`src/rtl/alu_issue_unit.sv`:
```
// alu_issue_unit
//   Operand-issue and result-capture stage wrapped around the combinational
//   alu. Requests are buffered in a small command FIFO and issued one at a
//   time onto the ALU inputs. Each result is captured into a holding register
//   with a valid/ready handshake. A carry flag lets multi-word add/subtract
//   sequences chain through Cin.
//
// Ports
//   clk, rst_n                      clock (rising edge), async active-low reset
//   in_valid / in_ready             request handshake (in_ready = FIFO not full)
//   in_a, in_b, in_card, in_cin     request operands, opcode, explicit carry-in
//   in_use_carry                    take Cin from carry_flag instead of in_cin
//   alu_a, alu_b, alu_card, alu_cin operands driven to the alu
//   alu_f, alu_cout, alu_zero       results coming back from the alu
//   out_valid / out_ready           result handshake
//   out_f, out_cout, out_zero       captured result
//   carry_flag                      Cout of the last captured result
//
// Configuration
//   ALU_ISSUE_CARRY_CHAIN_EN  when defined, in_use_carry is honoured and
//                             carry_flag is a live register; otherwise
//                             in_use_carry is ignored and carry_flag is 0.

module alu_issue_unit #(
  parameter int WIDTH = 32,
  parameter int DEPTH = 4
) (
  input  logic             clk,
  input  logic             rst_n,
  input  logic             in_valid,
  output logic             in_ready,
  input  logic [WIDTH-1:0] in_a,
  input  logic [WIDTH-1:0] in_b,
  input  logic [4:0]       in_card,
  input  logic             in_cin,
  input  logic             in_use_carry,
  output logic [WIDTH-1:0] alu_a,
  output logic [WIDTH-1:0] alu_b,
  output logic [4:0]       alu_card,
  output logic             alu_cin,
  input  logic [WIDTH-1:0] alu_f,
  input  logic             alu_cout,
  input  logic             alu_zero,
  output logic             out_valid,
  input  logic             out_ready,
  output logic [WIDTH-1:0] out_f,
  output logic             out_cout,
  output logic             out_zero,
  output logic             carry_flag
);

  localparam int AW = $clog2(DEPTH);

  typedef enum logic [1:0] {IDLE, EXEC, HOLD} state_t;

  state_t state;

  // Command FIFO storage, one array per field.
  logic [WIDTH-1:0] mem_a    [DEPTH];
  logic [WIDTH-1:0] mem_b    [DEPTH];
  logic [4:0]       mem_card [DEPTH];
  logic             mem_cin  [DEPTH];
`ifdef ALU_ISSUE_CARRY_CHAIN_EN
  logic             mem_use  [DEPTH];
  logic             use_q;
  logic             carry_q;
`else
  logic             unused_use_carry;
`endif

  // Pointers carry one extra wrap bit so full and empty can be told apart.
  logic [AW:0] wptr;
  logic [AW:0] rptr;
  logic        full;
  logic        empty;
  logic        push;
  logic        pop;

  logic [WIDTH-1:0] a_q;
  logic [WIDTH-1:0] b_q;
  logic [4:0]       card_q;
  logic             cin_q;

  assign empty    = (wptr == rptr);
  assign full     = (wptr[AW] != rptr[AW]) && (wptr[AW-1:0] == rptr[AW-1:0]);
  assign in_ready = !full;
  assign push     = in_valid && !full;

  // A pop happens whenever the operand registers are free to take the next
  // request: from IDLE, or from HOLD on the edge the result is consumed.
  assign pop = !empty && ((state == IDLE) || ((state == HOLD) && out_ready));

  // FIFO storage is written without reset; entries are only read once a
  // push has made them valid.
  always_ff @(posedge clk) begin
    if (push) begin
      mem_a[wptr[AW-1:0]]    <= in_a;
      mem_b[wptr[AW-1:0]]    <= in_b;
      mem_card[wptr[AW-1:0]] <= in_card;
      mem_cin[wptr[AW-1:0]]  <= in_cin;
`ifdef ALU_ISSUE_CARRY_CHAIN_EN
      mem_use[wptr[AW-1:0]]  <= in_use_carry;
`endif
    end
  end

  // Pointers, operand registers, result holding register and the FSM.
  // Operand registers only change on a pop, so the alu inputs stay stable
  // while a result is being held.
  always_ff @(posedge clk or negedge rst_n) begin
    if (!rst_n) begin
      state     <= IDLE;
      wptr      <= '0;
      rptr      <= '0;
      a_q       <= '0;
      b_q       <= '0;
      card_q    <= '0;
      cin_q     <= 1'b0;
      out_valid <= 1'b0;
      out_f     <= '0;
      out_cout  <= 1'b0;
      out_zero  <= 1'b0;
`ifdef ALU_ISSUE_CARRY_CHAIN_EN
      use_q     <= 1'b0;
      carry_q   <= 1'b0;
`endif
    end else begin
      if (push) wptr <= wptr + {{AW{1'b0}}, 1'b1};
      if (pop) begin
        rptr   <= rptr + {{AW{1'b0}}, 1'b1};
        a_q    <= mem_a[rptr[AW-1:0]];
        b_q    <= mem_b[rptr[AW-1:0]];
        card_q <= mem_card[rptr[AW-1:0]];
        cin_q  <= mem_cin[rptr[AW-1:0]];
`ifdef ALU_ISSUE_CARRY_CHAIN_EN
        use_q  <= mem_use[rptr[AW-1:0]];
`endif
      end

      case (state)
        IDLE: begin
          if (!empty) state <= EXEC;
        end
        EXEC: begin
          out_f     <= alu_f;
          out_cout  <= alu_cout;
          out_zero  <= alu_zero;
          out_valid <= 1'b1;
`ifdef ALU_ISSUE_CARRY_CHAIN_EN
          carry_q   <= alu_cout;
`endif
          state     <= HOLD;
        end
        HOLD: begin
          if (out_ready) begin
            out_valid <= 1'b0;
            state     <= empty ? IDLE : EXEC;
          end
        end
        default: state <= IDLE;
      endcase
    end
  end

  assign alu_a    = a_q;
  assign alu_b    = b_q;
  assign alu_card = card_q;

`ifdef ALU_ISSUE_CARRY_CHAIN_EN
  // carry_flag only updates at the end of EXEC, so during EXEC it still holds
  // the previous op's Cout, which is what a chained op must see.
  assign alu_cin    = use_q ? carry_q : cin_q;
  assign carry_flag = carry_q;
`else
  assign alu_cin          = cin_q;
  assign carry_flag       = 1'b0;
  assign unused_use_carry = in_use_carry;
`endif

endmodule
```
`config.mk`:
```
export PLATFORM = sky130hd
export DESIGN_NAME = alu_issue_unit
export DESIGN_NICKNAME = d
export VERILOG_FILES = /design/src/rtl/alu_issue_unit.sv
export SDC_FILE = /design/constraint.sdc
export NUM_CORES = 1
export LEC_CHECK = 0
export ABC_AREA = 1
export CORE_MARGIN = 1
export CORE_UTILIZATION = 35
export CTS_BUF_LIST = sky130_fd_sc_hd__clkbuf_8
export CTS_CLUSTER_SIZE = 28
export DETAILED_ROUTE_END_ITERATION = 16
export PLACE_DENSITY = 0.54
export SYNTH_ARGS = -nofsm -noshare
export SYNTH_HDL_FRONTEND = slang
export SYNTH_SLANG_ARGS = --single-unit
export TNS_END_PERCENT = 100
```
`constraint.sdc`:
```
create_clock -name clk -period 5.7 [get_ports clk]
set_input_delay 1.14 -clock clk [delete_from_list [all_inputs] [get_ports clk]]
set_output_delay 1.14 -clock clk [all_outputs]
set_load 0.01 [all_outputs]
```
Word level (Yosys, flattened, before mapping)
Memory sizes are Yosys's and may differ from the RTL's. A register that Yosys moved wholly into a read port is not among the register bits.
Index checks and enable logic that the tools add are counted.

storage, ports and cells
  logic and storage cells = 43
  register bits = 43
  output and inout bits = 107
  memories = 4
  input bits = 109
  bits in writable memories = 280

cells by class
  multiplexer cells = 8
  equality and inequality tests = 7
  reductions and logical operators = 15
  add/subtract/negate cells = 2

memories
  memory    words  width  read ports  clocked after memory_dff  wr ports  RTL line  source
  mem_a     4      32     1           1                         1         59        logic [WIDTH-1:0] mem_a [DEPTH];
  mem_b     4      32     1           1                         1         60        logic [WIDTH-1:0] mem_b [DEPTH];
  mem_card  4      5      1           1                         1         61        logic [4:0] mem_card [DEPTH];
  mem_cin   4      1      1           1                         1         62        logic mem_cin [DEPTH];

operators with widths
  cell                                            number
  adder 3 x 1 -> 3 bit (second input constant)    2
  zero test 1 bit                                 6
  case mux 2 bit (3 select lines)                 1
  logical AND 1 bit                               4
  2-to-1 mux 1 bit                                4
  2-to-1 mux 2 bit                                2
  != test 2 bit (second input constant)           2
  AND reduction 2 bit                             2
  == test 3 bit                                   1
  == test 2 x 1 -> 1 bit (second input constant)  1
  == test 2 bit                                   1
  == test 2 bit (second input constant)           1
  zero test 2 bit                                 1
  case mux 1 bit (2 select lines)                 1
  nonzero test 2 bit                              1
  logical OR 1 bit                                1
  != test 1 bit                                   1

Depth between registers and ports, before layout
Gate-level depths: netlist of run 1.

  depth in word-level cells = 6
  mapped depth = 10
  gate-level depth less buffers = 7

Worst setup path after synthesis of run 1
No wires, ideal clock.

  path type = in2reg
  start = input port in_valid
  end = memory mem_a[0][0] (enable)
  arrival = 4.216 ns
  path slack = 0.985 ns
  stages on the path = 2
  path buffers = 0
  data required time = 5.201 ns
  setup time = 0.499 ns
  path through = nand2_1 -> nor2_1

between the ends
  cells in the longest elaborated chain, start to end = 3

RTL lines
  element                                 RTL line  source
  from (decl)                             30        input logic in_valid,
  logical AND 1 bit                       87        assign push = in_valid && !full;
  2-to-1 mux 1 bit                        96        if (push) begin
  2-to-1 mux 1 bit (implied by the code)  97        mem_a[wptr[AW-1:0]] <= in_a;
  to (decl)                               59

No other way between the ends.

Worst setup path after layout of run 1
  start = register rptr[0]
  end = output port in_ready

between the ends
  cells in the longest elaborated chain, start to end = 3

RTL lines
  element                 RTL line  source
  from (decl)             73        logic [AW:0] rptr;
  from (signal assigned)  130       rptr <= rptr + {{AW{1'b0}}, 1'b1};
  == test 2 bit           85        assign full = (wptr[AW] != rptr[AW]) && (wptr[AW-1:0] == rptr[AW-1:0]);
  logical AND 1 bit       85
  zero test 1 bit         86        assign in_ready = !full;
  to (decl)               31        output logic in_ready,

No other way between the ends.

==> impl_results.md, run 1 <==
* Die W at 218 µm
* Post-layout util at 44.6%
* Most frequent cells in the layout: nand2_1, inv_1, edfxtp_1
* Commonest non-fill, non-tap cell in the layout: nand2_1
* R2R Setup Slk at 1720 ps
* Worst hold path type: register to register
* Initial Util at 35.7%
* Crit Path Max Fanout at 79
* Relative slew slack at 30.1%
* Outcome: finished, final reports clean
* Seq/Total Area, Yosys at 68.9%
* WP data required at 4560 ps
* Max clock buf depth at 3
* Sw frac at 35.7%
* Pwr Density at 536 nW/µm²
* Final Skew at 28.6 ps
* DRC violations left at 0
* Largest net degree at the start of global routing at 80
* LEAKAGE at 0.00928 µW
* Tcrit/Tclk final at 78.1%
* IO Count at 216
* Row count at 78
* Max Slew Vio Count at 0
* Crit path DAT at 3310 ps
* Internal Power at 7020 µW
* # resized after CTS at 0
* Crit start category: register
* TritonCTS sink count at 393
* CP Capture Type: output port
* Synthesis-to-layout area growth at 24.9%
* Skew-Pair Late Insertion Delay at 600 ps
* Flops & latches, synth at 393
* WL/cell at 15.5 µm
* Max Cap Violations at 0
* Seq pwr share at 39.8%
* Clock share of power at 23.3%
* Worst-path clk slew at 50 ps
* Yosys warnings at 0
* Final setup viols at 0
* Mapped Cells at 1548
* Final wirelength at 37800 µm
* Non-Filler Instances at 2431
* CTS tree: built
* Mapped Nets at 1662
* Die ar. at 47500 µm²
* DR iter-0 viols at 494
* Maximum vdd drop at 0.301 mV
* Vias in the first global route at 10600
* P_sw at 3910 µW
* Initial antenna violation count at 3
* Fin. Hold Viols at 0
* Share of layout cells above drive strength 1 at 8.26%
* Final hold slack at 468 ps
* HPWL Detailed at 20800 µm
* Grt ovf at 0
* Hold Buf Count CTS at 0
* Critical path class: register to output port
* Total iterations of the first detailed-routing run at 4
* Achievable frequency at 225 MHz
* Total GRT Usage at 16.2%
* Routability cong. at 0.697
* Total CTS buffers at 70
* Mean area per synthesized cell at 10.5 µm²
* Distinct cell type count after synthesis at 21
* Post-synthesis instance area at 16300 µm²
* DR vias/cell at 4.39
* Clock Root Buffer: clkbuf_8
* Pin slew with the least headroom to its limit at 1050 ps
* Die H at 218 µm
* RSZ-0062 raised after global routing: no
* CTS H-tree lvls at 3
* Total placed cells including tap cells at 2303
* Routed Antenna Nets at 0
* Net count, final at 1889
* First-pass GRT wire length at 58600 µm
* Postcts setup bufs at 0
* Post-route setup TNS at 0 ps
* Tmin final at 4450 ps
* Combinational power share at 36.9%
* Port Buffers at 213
* Core area at 45700 µm²
* Via count at 10700
[per-stage QoR]
stage | instance area [µm²] | setup WS, ps | total power [µW]
2_1_floorplan | 16300 | 985 | 6900
3_3_place_gp | 19000 | 1680 | 8490
3_5_place_dp | 19000 | 1630 | 8560
4_1_cts | 20400 | 1190 | 11200
5_1_grt | 20400 | 1010 | 11800
6_report | 20400 | 1250 | 10900
[Yosys cell counts, drive strengths merged]
cell type,number,area (µm²)
ha,5,62.6
nor2,5,18.8
clkbuf,19,71.3
buf,55,354
mux2,34,383
o21ai,1,5.00
nand3,218,1100
edfxtp,280,8410
dfrtp,113,2830
inv,294,1110
conb,1,3.75
xor2,2,17.5
nand2,519,1950
nor3,1,5.00
a21oi,1,5.00
[critical path, cell delays in order, from the launching register on]
cell and delay [ps]:
dfrtp_4 1030, inv_4 510, nand2_1 170, nand2_1 110, nand3_1 180, clkdlybuf4s50_1 660
[kinds of logic after synthesis]
logic type,Yosys count,synth area share (%)
adder cells (fa/ha/maj),5,0.384
AO/OA/AOI/OAI,2,0.0613
flip-flops,393,68.9
XOR/XNOR,2,0.107
buffers and inverters,368,9.39
multiplexers,34,2.35
AND/OR/NAND/NOR,743,18.8
other,1,0.0230
[area by class of cell]
type                            count  area [µm²]
Clock buffer                       79        1090
Fill cell                        4333       25300
Multi-Input combinational cell    787        3600
Timing Repair Buffer              229        2290
Clock inverter                     47         288
Tap cell                          600         751
Inverter                          294        1110
Sequential cell                   393       11200
Antenna cell                        2        5.00
[path summary, 6_finish.rpt]
check                                           from                     end  cells past startpoint
worst max-delay path             rptr[0]$_DFFE_PN0P_                in_ready                      5
worst min-delay path            alu_b[0]$_DFFE_PN0P_    alu_b[0]$_DFFE_PN0P_                      2
worst max register to register   rptr[0]$_DFFE_PN0P_  mem_b[1][16]$_DFFE_PP_                      7
worst min register to register  alu_b[0]$_DFFE_PN0P_    alu_b[0]$_DFFE_PN0P_                      2
max in group asynchronous                      rst_n   alu_b[19]$_DFFE_PN0P_                      2
min in group asynchronous                      rst_n    alu_a[3]$_DFFE_PN0P_                      1
[metal layers]
metal	vias to the layer above	global-route usage, %	share of wire (%)	wire length, µm
met5	-	0	0.082	31
li1	5340	-	-	-
met3	59	3.84	5.0	1870
met2	218	27.9	49	18700
met1	5059	19.7	44	16400
met4	4	5.94	2.0	765
[power by group through the flow]
stage	Combinational (µW)	Clock [µW]	Sequential [µW]
after floorplan	2410	0	4490
after global placement	4110	0	4390
after detailed placement	4150	0	4410
after CTS	4150	2650	4360
after global routing	4530	2770	4440
final	4030	2550	4350
[sequential cells by signal, summed over array words and instances, names as in the netlist]
signal     cells
alu_a         32
alu_b         32
alu_card       5
alu_cin        1
mem_a        128
mem_b        128
mem_card      20
mem_cin        4
out_cout       1
out_f         32
out_valid      1
out_zero       1
rptr           3
state          2
wptr           3
Power figures use the tool's default switching activity.
==> inputs of run 2 (changes only) <==
- clock period: 5.7 -> 4.45 ns (I/O delays scaled with it)
==> run 2 against run 1 <==
Effect of this change:
- sequential share of layout area is 0.24 points higher
- non-clock buffer count is 2 higher
- global-route usage is 0.12 points higher
- clock power is 22% higher
- clock skew is 8.8 ps lower
- core utilization is 0.19 points lower
- sequential power is 28% higher
- final cell count is 0.12% lower
- combinational power is 29% higher
- first-iteration DRC count is 7.5% higher
==> impl_results.md, run 2 (synthesis gave the netlist of run 1 again) <==
* Outcome: finished, final reports clean
* Routed Antenna Nets at 0 (unchanged)
* Pin slew with the least headroom to its limit at 1050 ps (+4.99 ps)
* Net count, final at 1889 (unchanged)
* Worst r2r dst: alu_b[12]$_DFFE_PN0P_
* Clock Root Buffer: clkbuf_8
* HPWL Detailed at 21200 µm (+2.1%)
* Final Skew at 19.8 ps (-8.78 ps)
* R2R Setup Slk at 1620 ps (-100 ps)
* Finished Cell Area at 20300 µm² (-0.43%)
* Max clock buf depth at 3 (unchanged)
* Worst-path clk slew at 50 ps (about the same)
* Total placed cells including tap cells at 2305 (+0.087%)
* Initial antenna violation count at 2 (-1)
* Initial Util at 35.7% (unchanged)
* Design Power at 13800 µW (+27%)
* Worst r2r src: rptr[0]$_DFFE_PN0P_
* Metal3 WL at 2300 µm (+23%)
* Non-Filler Instances at 2428 (-0.12%)
* Post-Place Worst Slack at 1520 ps (-110 ps)
* Share of layout cells above drive strength 1 at 8.26% (+0.0090 points)
* LEAKAGE at 0.00927 µW (-0.16%)
* Crit Path Max Fanout at 30 (-62%)
* DP Area at 19000 µm² (about the same)
* Achievable frequency at 307 MHz
* CTS H-tree lvls at 3 (unchanged)
* Commonest non-fill, non-tap cell in the layout: nand2_1
* Reg2reg path depth at 8 (+1)
* Total CTS buffers at 68 (-2.9%)
* Routed met1 length at 16600 µm (+0.85%)
* Max Cap Violations at 0 (unchanged)
* DR vias/cell at 4.40 (+0.15%)
* CP Capture Type: output port
* Tcrit/Tclk final at 73.1%
* Crit start category: register
* PnR worst setup slack at 1200 ps (-50.8 ps)
* Row count at 78 (unchanged)
* Die H at 218 µm (unchanged)
* Total iterations of the first detailed-routing run at 5 (+1)
* Final setup viols at 0 (unchanged)
* Met2 Wirelength at 18300 µm (-2.0%)
* # resized after CTS at 0 (unchanged)
* Routability cong. at 0.683 (-2.0%)
* RSZ-0062 raised after global routing: no
* Hold Buf Count CTS at 0 (unchanged)
* Postcts setup bufs at 0 (unchanged)
* Worst hold path type: input pin to asynchronous set/reset pin
* Max Slew Vio Count at 0 (unchanged)
* First-pass GRT wire length at 59100 µm (+0.85%)
* Synthesis-to-layout area growth at 24.4%
* Port Buffers at 213 (unchanged)
* Tmin final at 3250 ps
* Skew-Pair Late Insertion Delay at 610 ps (about the same)
* Via count at 10700 (+0.028%)
* Pwr Density at 682 nW/µm² (+27%)
* Core area at 45700 µm² (unchanged)
* Relative slew slack at 29.8% (-0.33 points)
* Maximum vdd drop at 0.532 mV (+77%)
* DRC violations left at 0 (unchanged)
* Max layer used: met5
* Die W at 218 µm (unchanged)
* Critical path class: register to output port
* Grt ovf at 0 (unchanged)
* IO Count at 216 (unchanged)
* Final wirelength at 37900 µm (+0.32%)
* CTS tree: built
* TritonCTS sink count at 393 (unchanged)
* Vias in the first global route at 10600 (-0.53%)
* Post-route setup TNS at 0 ps (unchanged)
* Most frequent cells in the layout: nand2_1, inv_1, edfxtp_1
* Crit path DAT at 2360 ps (-950 ps)
* WP data required at 3560 ps (-1000 ps)
* DR iter-0 viols at 531 (+7.5%)
* Total GRT Usage at 16.3% (+0.12 points)
* Fin. Hold Viols at 0 (unchanged)
* Die ar. at 47500 µm² (unchanged)
* WL/cell at 15.6 µm (+0.45%)
* Largest net degree at the start of global routing at 89 (+11%)
## run 2: cell types whose count changed in the layout (fill, tap and decap cells not counted), sizes merged
cell and delta:
inv +4, clkbuf +2, bufinv -3, buf +2
clkinv -7, diode -1
## run 2: stage by stage
step / util [%] / hold slack, ps
floorplan: - / 464
global placement: 41.6 / 458
detailed placement: 41.6 / 460
CTS: 44.4 / 363
global route: 44.4 / 415
finish: 44.4 / 357
## run 2: critical path: stages, from the launching register on
cell             delay [ps]
dfrtp_4                 720
inv_4                    40
nand2_1                  60
nand2_1                  90
nand3_1                 200
clkdlybuf4s50_1         640
## run 2: worst max path at each step
stage / startpoint / slack, ps / endpoint
2_1_floorplan: in_valid / -10 / mem_a[0][0]$_DFFE_PP_
3_3_place_gp: in_valid / 1540 / mem_b[0][19]$_DFFE_PP_
4_1_cts: rptr[1]$_DFFE_PN0P_ / 1070 / in_ready
6_report: rptr[1]$_DFFE_PN0P_ / 1200 / in_ready
3_5_place_dp: rptr[0]$_DFFE_PN0P_ / 1520 / alu_b[12]$_DFFE_PN0P_
5_1_grt: rptr[1]$_DFFE_PN0P_ / 960 / in_ready
## run 2: layout make-up
class | count | area [µm²]
Sequential cell | 393 | 11200
Inverter | 294 | 1110
Multi-Input combinational cell | 787 | 3600
Clock inverter | 41 | 185
Timing Repair Buffer | 231 | 2280
Antenna cell | 1 | 2.50
Tap cell | 600 | 751
Clock buffer | 81 | 1110
Fill cell | 4306 | 25400
## run 2: per-layer routing
| metal | track usage (%) | vias to the layer above |
|---|---|---|
| met4 | 5.85 | 2 |
| met1 | 20.6 | 5040 |
| met3 | 4.35 | 56 |
| li1 | - | 5340 |
| met2 | 26.9 | 245 |
| met5 | 0 | - |
## run 2: where the power goes
| group | leakage [µW] | internal (µW) | switching, µW |
|---|---|---|---|
| sequential | 0.00393 | 5070 | 480 |
| combinational | 0.00457 | 2080 | 3120 |
| clock | 0.000770 | 1700 | 1400 |
| total | 0.00927 | 8840 | 5000 |
